<file path="config.mk">
export PLATFORM = sky130hd
export DESIGN_NAME = ex_wb_stage
export DESIGN_NICKNAME = d
export VERILOG_FILES = /design/src/rtl/ex_wb_stage.sv
export SDC_FILE = /design/constraint.sdc
export NUM_CORES = 1
export LEC_CHECK = 0
export CAP_MARGIN = 20
export CORE_ASPECT_RATIO = 0.75
export CORE_MARGIN = 10
export CORE_UTILIZATION = 45
export DETAILED_ROUTE_END_ITERATION = 10
export GPL_TIMING_DRIVEN = 0
export PLACE_DENSITY = 0.82
export SKIP_LAST_GASP = 1
export SYNTH_ARGS = -nofsm -noshare
export SYNTH_HDL_FRONTEND = slang
export SYNTH_SLANG_ARGS = --single-unit
</file>
<file path="constraint.sdc">
create_clock -name clk_i -period 1.5 [get_ports clk_i]
set_clock_uncertainty 0.05 [all_clocks]
set_input_delay 0.15 -clock clk_i [delete_from_list [all_inputs] [get_ports clk_i]]
set_output_delay 0.15 -clock clk_i [all_outputs]
set_load 0.005 [all_outputs]
</file>
<file path="src/rtl/ex_wb_stage.sv">
// EX->WB stage: 2-entry skid buffer feeding the register-file write port, plus taken-branch redirect.
// Define EX_WB_FWD_EN to add the fwd_* outputs that expose the youngest buffered write.
module ex_wb_stage #(
  parameter int DATA_WIDTH     = 32,
  parameter int ADDR_WIDTH     = 32,
  parameter int REG_ADDR_WIDTH = 5
) (
  input  logic                      clk_i,
  input  logic                      rst_i,
  input  logic                      in_valid_i,
  output logic                      in_ready_o,
  input  logic [DATA_WIDTH-1:0]     alu_result_i,
  input  logic [REG_ADDR_WIDTH-1:0] rd_i,
  input  logic                      we_i,
  input  logic                      is_branch_i,
  input  logic [ADDR_WIDTH-1:0]     branch_target_i,
  input  logic                      flush_i,
  output logic                      wb_valid_o,
  input  logic                      wb_ready_i,
  output logic [REG_ADDR_WIDTH-1:0] wb_rd_o,
  output logic [DATA_WIDTH-1:0]     wb_data_o,
  output logic                      wb_we_o,
`ifdef EX_WB_FWD_EN
  output logic                      fwd_valid_o,
  output logic [REG_ADDR_WIDTH-1:0] fwd_rd_o,
  output logic [DATA_WIDTH-1:0]     fwd_data_o,
`endif
  output logic                      redirect_valid_o,
  output logic [ADDR_WIDTH-1:0]     redirect_pc_o
);

  logic                      r_out_vld, r_out_we;
  logic [REG_ADDR_WIDTH-1:0] r_out_rd;
  logic [DATA_WIDTH-1:0]     r_out_data;
  logic                      r_skid_vld, r_skid_we;
  logic [REG_ADDR_WIDTH-1:0] r_skid_rd;
  logic [DATA_WIDTH-1:0]     r_skid_data;
  logic                      r_in_ready;
  logic                      r_redir_vld;
  logic [ADDR_WIDTH-1:0]     r_redir_pc;

  logic w_acc, w_out_free, w_in_we, w_taken;

  assign w_acc      = in_valid_i && r_in_ready;
  assign w_out_free = !r_out_vld || wb_ready_i;
  // Branches never write back, and x0 is hardwired so writes to it are dropped here.
  assign w_in_we    = we_i && (rd_i != '0) && !is_branch_i;
  assign w_taken    = w_acc && is_branch_i && alu_result_i[0];

  always_ff @(posedge clk_i) begin
    if (rst_i) begin
      r_out_vld   <= 1'b0;
      r_out_we    <= 1'b0;
      r_out_rd    <= '0;
      r_out_data  <= '0;
      r_skid_vld  <= 1'b0;
      r_skid_we   <= 1'b0;
      r_skid_rd   <= '0;
      r_skid_data <= '0;
      r_in_ready  <= 1'b1;
      r_redir_vld <= 1'b0;
      r_redir_pc  <= '0;
    end else if (flush_i) begin
      r_out_vld   <= 1'b0;
      r_skid_vld  <= 1'b0;
      r_in_ready  <= 1'b1;
      r_redir_vld <= 1'b0;
    end else begin
      if (w_out_free) begin
        if (r_skid_vld) begin
          r_out_vld  <= 1'b1;
          r_out_we   <= r_skid_we;
          r_out_rd   <= r_skid_rd;
          r_out_data <= r_skid_data;
          r_skid_vld <= w_acc;
          r_in_ready <= !w_acc;
          if (w_acc) begin
            r_skid_we   <= w_in_we;
            r_skid_rd   <= rd_i;
            r_skid_data <= alu_result_i;
          end
        end else begin
          r_out_vld  <= w_acc;
          r_in_ready <= 1'b1;
          if (w_acc) begin
            r_out_we   <= w_in_we;
            r_out_rd   <= rd_i;
            r_out_data <= alu_result_i;
          end
        end
      end else if (w_acc) begin
        r_skid_vld  <= 1'b1;
        r_skid_we   <= w_in_we;
        r_skid_rd   <= rd_i;
        r_skid_data <= alu_result_i;
        r_in_ready  <= 1'b0;
      end
      r_redir_vld <= w_taken;
      if (w_taken) r_redir_pc <= branch_target_i;
    end
  end

  assign in_ready_o       = r_in_ready;
  assign wb_valid_o       = r_out_vld;
  assign wb_we_o          = r_out_we;
  assign wb_rd_o          = r_out_rd;
  assign wb_data_o        = r_out_data;
  assign redirect_valid_o = r_redir_vld;
  assign redirect_pc_o    = r_redir_pc;

`ifdef EX_WB_FWD_EN
  // Youngest entry wins; fields are zeroed when nothing forwardable is buffered.
  logic w_fwd_vld;
  assign w_fwd_vld   = r_skid_vld ? r_skid_we : (r_out_vld && r_out_we);
  assign fwd_valid_o = w_fwd_vld;
  assign fwd_rd_o    = !w_fwd_vld ? '0 : (r_skid_vld ? r_skid_rd : r_out_rd);
  assign fwd_data_o  = !w_fwd_vld ? '0 : (r_skid_vld ? r_skid_data : r_out_data);
`endif

endmodule

</file>
==> results.cfg <==
[finish]
multiInputGateArea_sq_um = 1970
drive_above_1_share_pct = 13.5
nets = 742
n_antenna_cell = 0
stdcell_count = 797
nFillCells = 687
regArea_sq_um = 2250
synthToLayoutAreaGrowth_pct = 50.8

[drt]
via_per_inst = 5.17
drt_iter0_drc = 234
wl_per_cell_um = 17.2
drt_wl_total_mm = 13.7
ant_nets = 0
vias = 4118
dr.pass1.iters = 5
drcViolationCount = 0

[yosys]
synth-async-reset-ratio_pct = 0
ys_ff_latch = 112
synth_xor_area_share_pct = 0
synthAdderAreaFrac_pct = 0
yosys.cell_types.count = 23
synth_ff_type = dfxtp_1
synth_nets = 575
ys_top_cells_by_area = dfxtp_1, nand2_1, mux2i_1, a21oi_1, a211oi_1
synth_most_common_cell = nand2_1
synth_top_area_share_pct = 51.8
yosys.area_share.simple_pct = 17.4
yosysWarnings = 0
synth_top_family_by_area = simple AND/OR/NAND/NOR gates
synth_common_cells = nand2_1, dfxtp_1, a21oi_1
yosys.area.top_type = dfxtp_1
synth_mux_area_share_pct = 8.56
seq_area_frac_synth_pct = 51.8
synth_compound_area_share_pct = 17.2
synth_edf_count = 0
syn_area_per_cell_sq_um = 8.67
syn_area_sq_um = 4330
syn_inst = 499

[timing]
hold_violations = 0
min_period_over_period_pct = 99.8
holdWs_ps = 305
fmax_mhz = 668
tns_ps = 0
setup_slack_ps = 2.85
worstMarginPinSlew_ps = 663
setup_viol = 0
grt_setup_unrepaired = yes
slew-limit-headroom_pct = 55.8
slew_viol_final = 0
post-route-min-period_ps = 1500

[hold_path]
hp-class = primary input to flop

[die]
io_pins = 149
row_count = 30
dieHeight_um = 105
start_util_pct = 47.0
core_sq_um = 9200
die-area_sq_um = 14000
die_x_um = 133

[cts]
clk_latency_ps = 340
htree_levels = 3
cts_made_buffers = 9
cts.hold.buffers_added = 0
clk_path_buf_depth = 2
numClockSinks = 112
clk_pin_slew_ps = 70
cts_tree = done
cts-root-buf = clkbuf_16

[power_and_ir_drop]
total_leakage_power_nw = 2.22
p_int_mw = 4.97
p_sw_share_pct = 22.4
clkPwrFrac_pct = 38.0
peakVddDrop_mv = 0.784
seq_power_share_pct = 48.8
power_density_nw_per_um2 = 983
comb_power_share_pct = 13.2
p_sw_mw = 1.44

[global_routing]
overflow = 0
grt_max_degree = 17
grt_pass1_wl_mm = 21.4
grt_antenna_before_repair = 0
grt_usage_pct = 18.6
grt_pass1_vias = 4069

[worst_setup_path]
end_kind = flop
crit_path_start_kind = flop
arrival_ps = 1650
critPathKind = flop to flop
cp.required_ps = 1650
crit_fanout = 10

[placement]
hpwl_mm = 10.1
routabilityCongestion = 0.798
pre_cts_slack_ps = -476
portBuffers = 148
place_inst = 775

[outcome]
status = complete, no violations

[run]
cap_violations = 0
[layout by cell type, fill, tap and decap left out, types with 2 or more instances in the layout]
| master | count |
|---|---|
| clkdlybuf4s50_1 | 147 |
| nand2_1 | 141 |
| dfxtp_1 | 110 |
| a21oi_1 | 71 |
| nor2_1 | 41 |
| mux2i_1 | 37 |
| a211oi_2 | 23 |
| buf_4 | 16 |
| a211oi_1 | 15 |
| clkbuf_16 | 10 |
| buf_2 | 9 |
| clkbuf_2 | 8 |
| buf_6 | 6 |
| clkbuf_1 | 5 |
| clkbuf_8 | 3 |
| buf_8 | 2 |
| nand2_2 | 2 |
| inv_1 | 2 |
| or4_1 | 2 |
[critical path, stage by stage (launching register included)]
cell and delay (ps):
dfxtp_1 330, buf_6 140, a21oi_2 40, nor3_2 170, buf_4 170, buf_2 180, buf_6 190, a211oi_2 80
[path summary, 6_finish.rpt]
path / startpoint / to / slack (ps) / cells after the start
max: r_skid_vld / wb_data_o[22] / 3 / 7
min: branch_target_i[14] / redirect_pc_o[14] / 310 / 3
max reg2reg: r_skid_vld / wb_data_o[22] / 3 / 7
min reg2reg: r_skid_data[25] / r_skid_data[25] / 410 / 2
[power groups by stage]
stage	clock [mW]	sequential (mW)	combinational, mW
after floorplan	0	3.20	0.275
after global placement	0	3.19	0.757
after detailed placement	0	3.20	0.774
after CTS	2.47	3.13	0.791
after global routing	2.60	3.14	0.909
final	2.44	3.13	0.843
[cell families (layout without fill, tap and decap cells)]
family / after synthesis / after routing
and+or+nand+nor: 192 / 192
AOI/OAI and AO/OA: 116 / 116
DFF: 112 / 112
buffers and inverters: 42 / 212
muxes: 37 / 37
[stage by stage]
stage,power (mW),util [%],instance area [sq um]
floorplan,3.47,-,4330
global placement,3.95,64.9,5970
detailed placement,3.97,64.9,5970
CTS,6.39,68.8,6330
global route,6.65,70.9,6520
finish,6.41,70.9,6520
[layer usage]
metal	vias up	wire length, um	track usage, %
met2	118	6980	31.9
met1	1977	5880	22.5
met3	10	706	5.31
li1	2013	-	-
met5	-	0	0
met4	0	152	4.57
[state kept, by name (all words and copies together) (netlist names)]
name / count
wb_valid_o: 1
r_skid_vld: 1
r_skid_rd: 5
wb_we_o: 1
in_ready_o: 1
redirect_valid_o: 1
redirect_pc_o: 32
wb_data_o: 32
r_skid_data: 32
r_skid_we: 1
wb_rd_o: 5
[repair_timing]
item / 4_1_cts / 5_1_grt
endpoints found under the setup margin: 85 / 82
buffers inserted: 1 / 7
pin swaps: 1 / 4
gates cloned: 0 / 2
resized for setup: 20 / 43
[final cells by class]
class | instances | share of cell area, %
sequential | 112 | 34.5
multi-input combinational | 345 | 30.2
timing repair buffer | 158 | 24.0
clock buffer | 12 | 4.09
buffer | 38 | 4.09
tap | 128 | 2.46
clock inverter | 2 | 0.595
inverter | 2 | 0.115
(Power assumes the default switching activity.)
